### src/rtl/spawn_scheduler_if.sv
// Spawn request channel from the scheduler to the obstacle manager.
// The scheduler holds valid, lane and kind stable until ready is seen.
interface spawn_scheduler_if;
    logic       spawn_valid_out;
    logic       spawn_ready_in;
    logic [1:0] spawn_lane_out;
    logic       spawn_kind_out;

    modport master (
        output spawn_valid_out,
        output spawn_lane_out,
        output spawn_kind_out,
        input  spawn_ready_in
    );

    modport slave (
        input  spawn_valid_out,
        input  spawn_lane_out,
        input  spawn_kind_out,
        output spawn_ready_in
    );
endinterface

### src/rtl/spawn_scheduler.sv
// Obstacle spawn scheduler: arms the 100 ms game timer with a jittered interval
// and issues a spawn request on each expiry, shrinking intervals as the level ramps.
//
// state | meaning
// ------+---------------------------------------------------------------
// IDLE  | game stopped; ramp counter and level held at zero
// ARM   | one cycle: pulse timer start and load the computed interval
// WAIT  | timer running; expiry latches lane/kind, enable drop aborts
// SPAWN | request valid on the spawn channel until accepted
module spawn_scheduler #(
    parameter logic [5:0]  MAX_BASE     = 6'd40,
    parameter logic [5:0]  MIN_INTERVAL = 6'd5,
    parameter logic [5:0]  STEP         = 6'd2,
    parameter logic [7:0]  RAMP_PULSES  = 8'd100,
    parameter logic [15:0] LFSR_SEED    = 16'hACE1,
    parameter logic        JITTER_EN    = 1'b1
) (
    input  logic                       clk_in,
    input  logic                       rst_n_in,
    input  logic                       enable_in,
    input  logic                       timer_expired_in,
    input  logic                       pulse_100ms_in,
    output logic                       timer_start_out,
    output logic [5:0]                 timer_value_out,
    output logic [3:0]                 level_out,
    spawn_scheduler_if.master          spawn_bus
);

    localparam logic [1:0] IDLE  = 2'd0;
    localparam logic [1:0] ARM   = 2'd1;
    localparam logic [1:0] WAIT  = 2'd2;
    localparam logic [1:0] SPAWN = 2'd3;

    localparam logic [15:0] LFSR_TAPS = 16'hB400;
    localparam logic [3:0]  LEVEL_MAX = 4'd15;
    localparam logic [7:0]  RAMP_LAST = RAMP_PULSES - 8'd1;

    logic [1:0]  state;
    logic [15:0] lfsr;
    logic [15:0] lfsr_next;
    logic [7:0]  ramp_cnt;
    logic [3:0]  level;
    logic [9:0]  step_total;
    logic [9:0]  base_raw;
    logic [5:0]  base;
    logic [3:0]  jitter;
    logic [5:0]  interval;
    logic [1:0]  lane_next;
    logic        accepted;

    // Galois right-shift form: feedback taps applied when the bit shifted out is 1.
    always_comb begin
        lfsr_next = {1'b0, lfsr[15:1]} ^ (lfsr[0] ? LFSR_TAPS : 16'h0000);
    end

    // Base shrinks with level; a product larger than MAX_BASE would wrap, so it floors too.
    always_comb begin
        step_total = {6'd0, level} * {4'd0, STEP};
        base_raw   = {4'd0, MAX_BASE} - step_total;
        if ((step_total > {4'd0, MAX_BASE}) || (base_raw < {4'd0, MIN_INTERVAL})) begin
            base = MIN_INTERVAL;
        end else begin
            base = base_raw[5:0];
        end
    end

    always_comb begin
        jitter = JITTER_EN ? lfsr[3:0] : 4'd0;
        if ({1'b0, base} > ({3'd0, jitter} + {1'b0, MIN_INTERVAL})) begin
            interval = base - {2'd0, jitter};
        end else begin
            interval = MIN_INTERVAL;
        end
    end

    // Only three lanes exist; the fourth LFSR code folds onto the middle lane.
    always_comb begin
        lane_next = (lfsr[5:4] == 2'b11) ? 2'b01 : lfsr[5:4];
        accepted  = spawn_bus.spawn_valid_out && spawn_bus.spawn_ready_in;
    end

    always_ff @(posedge clk_in or negedge rst_n_in) begin
        if (!rst_n_in) begin
            lfsr <= LFSR_SEED;
        end else if (enable_in) begin
            lfsr <= lfsr_next;
        end
    end

    always_ff @(posedge clk_in or negedge rst_n_in) begin
        if (!rst_n_in) begin
            ramp_cnt <= 8'd0;
            level    <= 4'd0;
        end else if (state == IDLE) begin
            ramp_cnt <= 8'd0;
            level    <= 4'd0;
        end else if (pulse_100ms_in) begin
            if (ramp_cnt == RAMP_LAST) begin
                ramp_cnt <= 8'd0;
                if (level != LEVEL_MAX) begin
                    level <= level + 4'd1;
                end
            end else begin
                ramp_cnt <= ramp_cnt + 8'd1;
            end
        end
    end

    always_ff @(posedge clk_in or negedge rst_n_in) begin
        if (!rst_n_in) begin
            state                     <= IDLE;
            timer_start_out           <= 1'b0;
            timer_value_out           <= 6'd0;
            spawn_bus.spawn_valid_out <= 1'b0;
            spawn_bus.spawn_lane_out  <= 2'd0;
            spawn_bus.spawn_kind_out  <= 1'b0;
        end else begin
            timer_start_out <= 1'b0;
            case (state)
                IDLE: begin
                    if (enable_in) begin
                        state <= ARM;
                    end
                end
                ARM: begin
                    timer_start_out <= 1'b1;
                    timer_value_out <= interval;
                    state           <= WAIT;
                end
                WAIT: begin
                    // Expiry outranks a simultaneous enable drop so no earned spawn is lost.
                    if (timer_expired_in) begin
                        spawn_bus.spawn_valid_out <= 1'b1;
                        spawn_bus.spawn_lane_out  <= lane_next;
                        spawn_bus.spawn_kind_out  <= lfsr[6];
                        state                     <= SPAWN;
                    end else if (!enable_in) begin
                        timer_value_out <= 6'd0;
                        state           <= IDLE;
                    end
                end
                SPAWN: begin
                    if (accepted) begin
                        spawn_bus.spawn_valid_out <= 1'b0;
                        state                     <= enable_in ? ARM : IDLE;
                    end
                end
                default: begin
                    state <= IDLE;
                end
            endcase
        end
    end

    assign level_out = level;

endmodule

### src/flat_wrapper.sv
// flat-port wrapper written by rule: the top's interface ports become plain ports
module spawn_scheduler_flat 
#(
    parameter logic [5:0]  MAX_BASE     = 6'd40,
    parameter logic [5:0]  MIN_INTERVAL = 6'd5,
    parameter logic [5:0]  STEP         = 6'd2,
    parameter logic [7:0]  RAMP_PULSES  = 8'd100,
    parameter logic [15:0] LFSR_SEED    = 16'hACE1,
    parameter logic        JITTER_EN    = 1'b1
)
  (clk_in, rst_n_in, enable_in, timer_expired_in, pulse_100ms_in, timer_start_out, timer_value_out, level_out, spawn_bus_spawn_valid_out, spawn_bus_spawn_lane_out, spawn_bus_spawn_kind_out, spawn_bus_spawn_ready_in);
  spawn_scheduler_if spawn_bus_i ();
  input  logic clk_in;
  input  logic rst_n_in;
  input  logic enable_in;
  input  logic timer_expired_in;
  input  logic pulse_100ms_in;
  output logic timer_start_out;
  output logic [5:0] timer_value_out;
  output logic [3:0] level_out;
  output wire logic [$bits(spawn_bus_i.spawn_valid_out)-1:0] spawn_bus_spawn_valid_out;
  output wire logic [$bits(spawn_bus_i.spawn_lane_out)-1:0] spawn_bus_spawn_lane_out;
  output wire logic [$bits(spawn_bus_i.spawn_kind_out)-1:0] spawn_bus_spawn_kind_out;
  input wire logic [$bits(spawn_bus_i.spawn_ready_in)-1:0] spawn_bus_spawn_ready_in;
  assign spawn_bus_spawn_valid_out = spawn_bus_i.spawn_valid_out;
  assign spawn_bus_spawn_lane_out = spawn_bus_i.spawn_lane_out;
  assign spawn_bus_spawn_kind_out = spawn_bus_i.spawn_kind_out;
  assign spawn_bus_i.spawn_ready_in = spawn_bus_spawn_ready_in;
  spawn_scheduler #(.MAX_BASE(MAX_BASE), .MIN_INTERVAL(MIN_INTERVAL), .STEP(STEP), .RAMP_PULSES(RAMP_PULSES), .LFSR_SEED(LFSR_SEED), .JITTER_EN(JITTER_EN)) u_core (.clk_in(clk_in), .rst_n_in(rst_n_in), .enable_in(enable_in), .timer_expired_in(timer_expired_in), .pulse_100ms_in(pulse_100ms_in), .timer_start_out(timer_start_out), .timer_value_out(timer_value_out), .level_out(level_out), .spawn_bus(spawn_bus_i));
endmodule
### config.mk
export PLATFORM = sky130hd
export DESIGN_NAME = spawn_scheduler_flat
export DESIGN_NICKNAME = d
export VERILOG_FILES = /design/src/rtl/spawn_scheduler_if.sv /design/src/rtl/spawn_scheduler.sv /design/src/flat_wrapper.sv
export SDC_FILE = /design/constraint.sdc
export NUM_CORES = 1
export LEC_CHECK = 0
export BUFFER_PORTS_ARGS = -buffer_cell sky130_fd_sc_hd__buf_4
export CAP_MARGIN = 20
export CORE_UTILIZATION = 42
export CTS_CLUSTER_DIAMETER = 80
export CTS_CLUSTER_SIZE = 20
export DETAILED_ROUTE_END_ITERATION = 8
export PLACE_DENSITY_LB_ADDON = 0.05
export SYNTH_ARGS = -nofsm -noshare
export SYNTH_HDL_FRONTEND = slang
export SYNTH_SLANG_ARGS = --single-unit
### constraint.sdc
create_clock -name clk_in -period 4.6 [get_ports clk_in]
set_input_delay 0.69 -clock clk_in [delete_from_list [all_inputs] [get_ports clk_in]]
set_output_delay 0.69 -clock clk_in [all_outputs]
set_load 0.1 [all_outputs]
==> reports/qor.yml, run 1 <==
flow_run:
  drv_cap: 0
synth:
  synth.distinct_cells: 47
  syn_area_sq_mm: 0.00227
  yosys_warnings: 0
  synth_top_area_share_pct: 36.4
  yosys.area.top_type: "dfrtp_1"
  mappedNetlistNets: 242
  netlist_instances: 222
  synth_area_leaders: "dfrtp_1 (36%), dfstp_2 (9.3%), ha_1 (7.2%)"
  yosysSeqAreaShare_pct: 45.7
  synth_flop_cell: "dfrtp_1"
  async_flop_share_pct: 100
  yosys_register_bits: 41
  synth_edf_count: 0
  syn_avg_cell_area_sq_um: 10.2
cts:
  cts_tree: "yes"
  cts_buffers: 5
  cts_resized: 0
  cts_max_path_buffers: 2
  post-cts-setup-buffer-count: 0
  hold_buffers: 0
  cts.sinks: 41
  cts.reportedPaths.clkPinSlew_ns: 0.08
  insertion_delay_ns: 0.30
  h-tree-depth: 2
  cts-root-buf: "clkbuf_8"
worst_setup_path:
  rrSetupSlack_ns: 1.80
  worstReg2RegEnd: "u_core.timer_value_out[5]"
  cp-start-kind: "flip-flop"
  critical_path_class: "flip-flop to flip-flop"
  timing.rr.start: "u_core.level_out[0]"
  cp.arrival_ns: 3.02
  crit_required_ns: 4.82
  reg2regPathDepth: 11
  cp-end-kind: "flip-flop"
  cp_max_fo: 10
floorplanning:
  fp.coreArea_sq_mm: 0.00514
  row_count: 26
  die_y_um: 75.5
  dieArea_sq_mm: 0.00570
  initial_utilization_pct: 44.1
  ios: 21
  die_x_um: 75.5
sta:
  relSlewSlack_pct: 65.9
  hold_viol: 0
  final_max_slew_viol_count: 0
  tightest_slew_ns: 0.511
  max_freq_mhz: 357
  fin_worst_skew_ns: 0.00716
  setup_viol: 0
  finalCriticalPeriod_ns: 2.80
  rsz0062_at_grt: "no"
  fin_setup_tns_ns: 0
  final.period_utilization_pct: 60.9
grt:
  grt_pass1_vias: 1549
  antenna_found_initial: 0
  grt_pass1_wl_um: 7020
  grt_max_degree: 42
  grt_overflow: 0
  track_usage_pct: 16.6
routing:
  vias: 1593
  drc: 0
  vias_per_cell: 5.11
  antenna_left: 0
  first_iter_violations: 50
  wl_per_cell_um: 13.0
  drt_wl_total_um: 4060
  first_pass_iters: 4
pwr:
  cellPowerDensity_mw_per_mm2: 666
  vdd_ir_drop_max_v: 0.000368
  leakagePower_nw: 1.15
finish:
  stdcell_area_sq_mm: 0.00258
  diodes: 0
  final_cell_mix: "dfrtp_1 (33), nand2_1 (21), nor2_1 (20), buf_4 (20), o21ai_0 (16)"
  drive_gt1_share_pct: 21.9
  syn2layout_area_growth_pct: 13.9
  final_common_cell: "dfrtp_1"
  num-nets-final: 261
placement:
  io_buffers: 20
  gp_congestion: 0.831
  hpwl_um: 2910
  placed_area_sq_mm: 0.00244
outcome:
  status: "complete, no violations"
hold_path:
  hold_class: "input pin to asynchronous set/reset pin"
==> worst max-delay path by stage <==
stage	startpoint	to
after floorplan	u_core.level_out[0]	u_core.timer_value_out[5]
after global placement	u_core.level_out[0]	u_core.timer_value_out[5]
after detailed placement	u_core.level_out[0]	u_core.timer_value_out[5]
after CTS	u_core.level_out[0]	u_core.timer_value_out[5]
after global routing	u_core.level_out[0]	u_core.timer_value_out[5]
final	u_core.level_out[0]	u_core.timer_value_out[5]
==> flip-flops by register name, indices dropped and copies added, names as in the netlist <==
| name | flops |
|---|---|
| u_core.state | 2 |
| u_core.lfsr | 16 |
| u_core.timer_value_out | 6 |
| u_core.ramp_cnt | 8 |
| u_core.spawn_bus.spawn_lane_out | 2 |
| u_core.spawn_bus.spawn_valid_out | 1 |
| u_core.spawn_bus.spawn_kind_out | 1 |
| u_core.level_out | 4 |
| u_core.timer_start_out | 1 |
==> power by group <==
| part | total, mW | internal (mW) | switching [mW] |
|---|---|---|---|
| Combinational | 0.766 | 0.239 | 0.527 |
| Clock | 0.352 | 0.219 | 0.134 |
| Sequential | 0.602 | 0.506 | 0.0964 |
==> synth_stat cells, drive strengths merged (4+ instances only) <==
cell type / count
nor2: 21
mux2: 11
dfstp: 8
inv: 11
nor3: 4
mux2i: 4
and2: 4
xnor2: 10
nor2b: 4
nand2b: 4
xor2: 5
nand3: 5
nand2: 21
a21oi: 14
dfrtp: 33
ha: 13
clkbuf: 6
o21ai: 16
==> per-layer routing <==
layer	GRT usage (%)	share of wire, %	vias to the layer above	wire [um]
li1	-	-	811	-
met1	22.0	50	753	2020
met2	27.0	46	23	1870
met3	3.57	2.9	6	117
met4	5.56	1.4	0	56
met5	0	0	-	0
==> worst max-delay path, stage by stage (launching register included) <==
cell and delay [ns]:
dfrtp_1 0.52, inv_1 0.12, ha_1 0.34, mux2i_1 0.13, nand2b_1 0.13, and2_1 0.19
ha_1 0.26, nor2b_1 0.14, o31a_1 0.29, a211oi_1 0.26, o311ai_0 0.17, a2bb2oi_1 0.18
==> cells by family after synthesis <==
| kind of cell | Yosys count | share of synthesized area (%) |
|---|---|---|
| AND/OR/NAND/NOR | 72 | 16.2 |
| AO/OA/AOI/OAI | 46 | 12.5 |
| buffers and inverters | 19 | 4.53 |
| multiplexers | 15 | 7.23 |
| flip-flops | 41 | 45.7 |
| adder cells (fa/ha/maj) | 14 | 8.06 |
| XOR/XNOR | 15 | 5.79 |
==> cell type report <==
class | instances | area [sq um]
fillers | 483 | 2560
multi-input cells | 162 | 1130
flip-flops and latches | 41 | 1040
repair buffers | 20 | 150
well taps | 70 | 87.6
clock buffers | 5 | 68.8
clock inverters | 3 | 68.8
inverters | 11 | 41.3
==> stage by stage <==
stage / std cells / util (%) / hold WS, ns / setup slack [ns] / total power, mW
6_report: 312 / 50.2 / 0.359 / 1.80 / 1.72
5_1_grt: 312 / 50.2 / 0.402 / 1.51 / 1.85
4_1_cts: 312 / 50.2 / 0.384 / 1.82 / 1.74
3_5_place_dp: 304 / 47.5 / 0.462 / 1.86 / 1.38
3_3_place_gp: 304 / 47.5 / 0.457 / 1.96 / 1.38
2_1_floorplan: 222 / - / 0.394 / 1.37 / 1.22
Power figures use the tool's default switching activity.
==> inputs of run 2 (changes only) <==
ABC_AREA = 1   (was default)
clock period = 2.4 ns   (was 4.6 ns; I/O delays follow)
==> run 2 against run 1 <==
Effect of this change: clock power up 36%; synthesized cell count up 19%; non-clock buffer count up 2; die area down 0.81%.
==> reports/qor.yml, run 2 <==
routing:
  first_pass_iters: 4  # unchanged
  drc: 0  # unchanged
  drt_wl_total_um: 4430  # +9.1%
  wl_per_cell_um: 12.3  # -5.5%
  first_iter_violations: 77  # +54%
  vias: 1755  # +10%
  vias_per_cell: 4.88  # -4.5%
  antenna_left: 0  # unchanged
cts:
  cts.reportedPaths.clkPinSlew_ns: 0.08  # about the same
  cts_max_path_buffers: 2  # unchanged
  h-tree-depth: 2  # unchanged
  cts_tree: "yes"
  cts_buffers: 5  # unchanged
  hold_buffers: 0  # unchanged
  cts-root-buf: "clkbuf_8"
  cts.sinks: 41  # unchanged
  insertion_delay_ns: 0.29  # about the same
worst_setup_path:
  cp_max_fo: 7  # -3
  cp-end-kind: "flip-flop"
  rrSetupSlack_ns: 0.15  # -1.65 ns
  path_common_cell: "inv_1"
  cpMaxStageDelayCell: "dfrtp_4"
  crit_family: "adder cells"
  slowest_delay_ns: 0.51  # about the same
  path_cells: "inv_1 -> ha_4 -> nand4_1 -> a31oi_4 -> inv_1 -> ha_2 -> fa_2 -> xnor2_1 -> o21ai_1 -> nand2_1"
  cp-start-kind: "flip-flop"
  cp_num_buf_inv: 2  # +1
  critical_path_class: "flip-flop to flip-flop"
  crit_required_ns: 2.58  # -2.24 ns
  cp.arrival_ns: 2.43  # -0.59 ns
sta:
  fin_worst_skew_ns: 0.00584  # -0.00132 ns
  final.period_utilization_pct: 93.8  # +33 points
  hold_viol: 0  # unchanged
  setup_viol: 0  # unchanged
  final_max_slew_viol_count: 0  # unchanged
  finalCriticalPeriod_ns: 2.25  # -0.551 ns
  fin_setup_tns_ns: 0  # unchanged
  tightest_slew_ns: 0.522  # +0.0107 ns
  holdWs_ns: 0.0321  # -0.327 ns
  max_freq_mhz: 444  # +24%
  timing.final.ws_setup_ns: 0.148  # -1.65 ns
  relSlewSlack_pct: 65.2  # -0.72 points
hold_path:
  hold_class: "input pin to asynchronous set/reset pin"
synth:
  syn_area_sq_mm: 0.00225  # -0.83%
  async_flop_share_pct: 100  # unchanged
  yosys.area.top_type: "dfrtp_1"
  synth.distinct_cells: 34  # -28%
  yosys_warnings: 0  # unchanged
  synth_edf_count: 0  # unchanged
  synth_top_area_share_pct: 36.7  # +0.30 points
  yosysSeqAreaShare_pct: 46.1  # +0.38 points
  synth_flop_cell: "dfrtp_1"
  syn_avg_cell_area_sq_um: 8.48  # -17%
  synth_area_leaders: "dfrtp_1 (37%), nand2_1 (12%), dfstp_2 (9.3%)"
  synth_commonest_cells: "nand2_1 (70), dfrtp_1 (33), inv_1 (25), o21ai_0 (17), ha_1 (13)"
  netlist_instances: 265  # +19%
  yosys_register_bits: 41  # unchanged
  mappedNetlistNets: 285  # +18%
  yosysMostFrequentCell: "nand2_1"
floorplanning:
  die_x_um: 75.2  # -0.40%
  row_count: 26  # unchanged
  ios: 21  # unchanged
  initial_utilization_pct: 43.7  # -0.37 points
  die_y_um: 75.2  # -0.40%
  dieArea_sq_mm: 0.00565  # -0.81%
  fp.coreArea_sq_mm: 0.00514  # unchanged
finish:
  diodes: 0  # unchanged
  fin_cells: 360  # +15%
  multi_input_area_sq_mm: 0.00110  # -2.2%
  syn2layout_area_growth_pct: 16.6
  largest_reg_flops: 16  # unchanged
  nFillCells: 520  # +7.7%
  drive_gt1_share_pct: 23.1  # +1.2 points
  final_util_pct: 51.0  # +0.80 points
  regMostFlops: "u_core.lfsr"
  final_cell_mix: "nand2_1 (69), dfrtp_1 (29), inv_1 (25)"
  reg_top3: "u_core.lfsr: 16 flops, u_core.ramp_cnt: 8 flops, u_core.timer_value_out: 6 flops"
  final_common_cell: "nand2_1"
  num-nets-final: 309  # +18%
  stdcell_area_sq_mm: 0.00262  # +1.6%
  regArea_sq_mm: 0.00105  # +1.2%
grt:
  track_usage_pct: 18.3  # +1.7 points
  grt_pass1_wl_um: 7610  # +8.5%
  grt_overflow: 0  # unchanged
  grt_pass1_vias: 1607  # +3.7%
  antenna_found_initial: 0  # unchanged
  grt_max_degree: 42  # unchanged
placement:
  pre_cts_ws_ns: 0.0778  # -1.78 ns
  io_buffers: 20  # unchanged
  hpwl_um: 3130  # +7.9%
  dpl.cell_count: 351  # +15%
  gp_congestion: 0.777  # -6.5%
  placed_area_sq_mm: 0.00249  # +2.0%
outcome:
  status: "complete, no violations"
pwr:
  leakagePower_nw: 1.23  # +6.3%
  cellPowerDensity_mw_per_mm2: 736  # +10%
  fin_total_pwr_mw: 1.93  # +12%
  vdd_ir_drop_max_v: 0.000356  # -3.3%
flow_run:
  drv_cap: 0  # unchanged
-- run 2: cell types whose count changed after synthesis, moves of 5 or more --
cell     change
nand3_1      +6
mux2_2      -11
nand4_1      +5
a21oi_1      -5
nand2_2      +5
nor2_1      -10
inv_2        +5
nand2_1     +49
o21ai_1      +9
inv_1       +14
-- run 2: cells by family (layout without fill, tap and decap cells) --
logic type | after synthesis | in the layout | synth area share, %
AO/OA/AOI/OAI | 43 | 43 | 10.8
XOR/XNOR | 13 | 13 | 5.06
adder cells (fa/ha/maj) | 14 | 14 | 8.12
buffers and inverters | 36 | 61 | 6.23
flip-flops | 41 | 41 | 46.1
AND/OR/NAND/NOR | 118 | 118 | 23.7
-- run 2: worst paths after layout --
| kind | to | startpoint | cells past startpoint |
|---|---|---|---|
| worst min register to register | u_core.lfsr[7] | u_core.lfsr[7] | 2 |
| min in group clk_in | u_core.ramp_cnt[1] | pulse_100ms_in | 3 |
| worst min-delay path | u_core.ramp_cnt[6] | rst_n_in | 1 |
| worst max-delay path | u_core.timer_value_out[2] | u_core.level_out[1] | 10 |
| worst max register to register | u_core.timer_value_out[2] | u_core.level_out[1] | 10 |
| max in group asynchronous | u_core.level_out[1] | rst_n_in | 1 |
-- run 2: cell type report --
type / count / share of cell area [%]
Inverter: 31 / 4.63
Timing Repair Buffer: 22 / 6.30
Sequential cell: 41 / 40.0
Clock buffer: 6 / 3.15
Tap cell: 70 / 3.34
Clock inverter: 2 / 0.525
Multi-Input combinational cell: 188 / 42.1
-- run 2: routing by layer --
metal  GRT usage (%)  up-vias  wire, um
li1                -      909         -
met1            26.3      818      2220
met2            27.6       22      2000
met3            4.69        6       159
met4            4.32        0        48
met5               0        -         0
-- run 2: repair_timing --
item	in CTS	in global routing
setup endpoints to repair	0	6
gates resized for setup	0	5
buffers inserted	0	1
-- run 2: power by group --
group	internal (mW)	leakage, nW	total, mW	switching [mW]
sequential	0.862	0.471	0.986	0.124
combinational	0.212	0.703	0.466	0.254
clock	0.233	0.0512	0.479	0.245
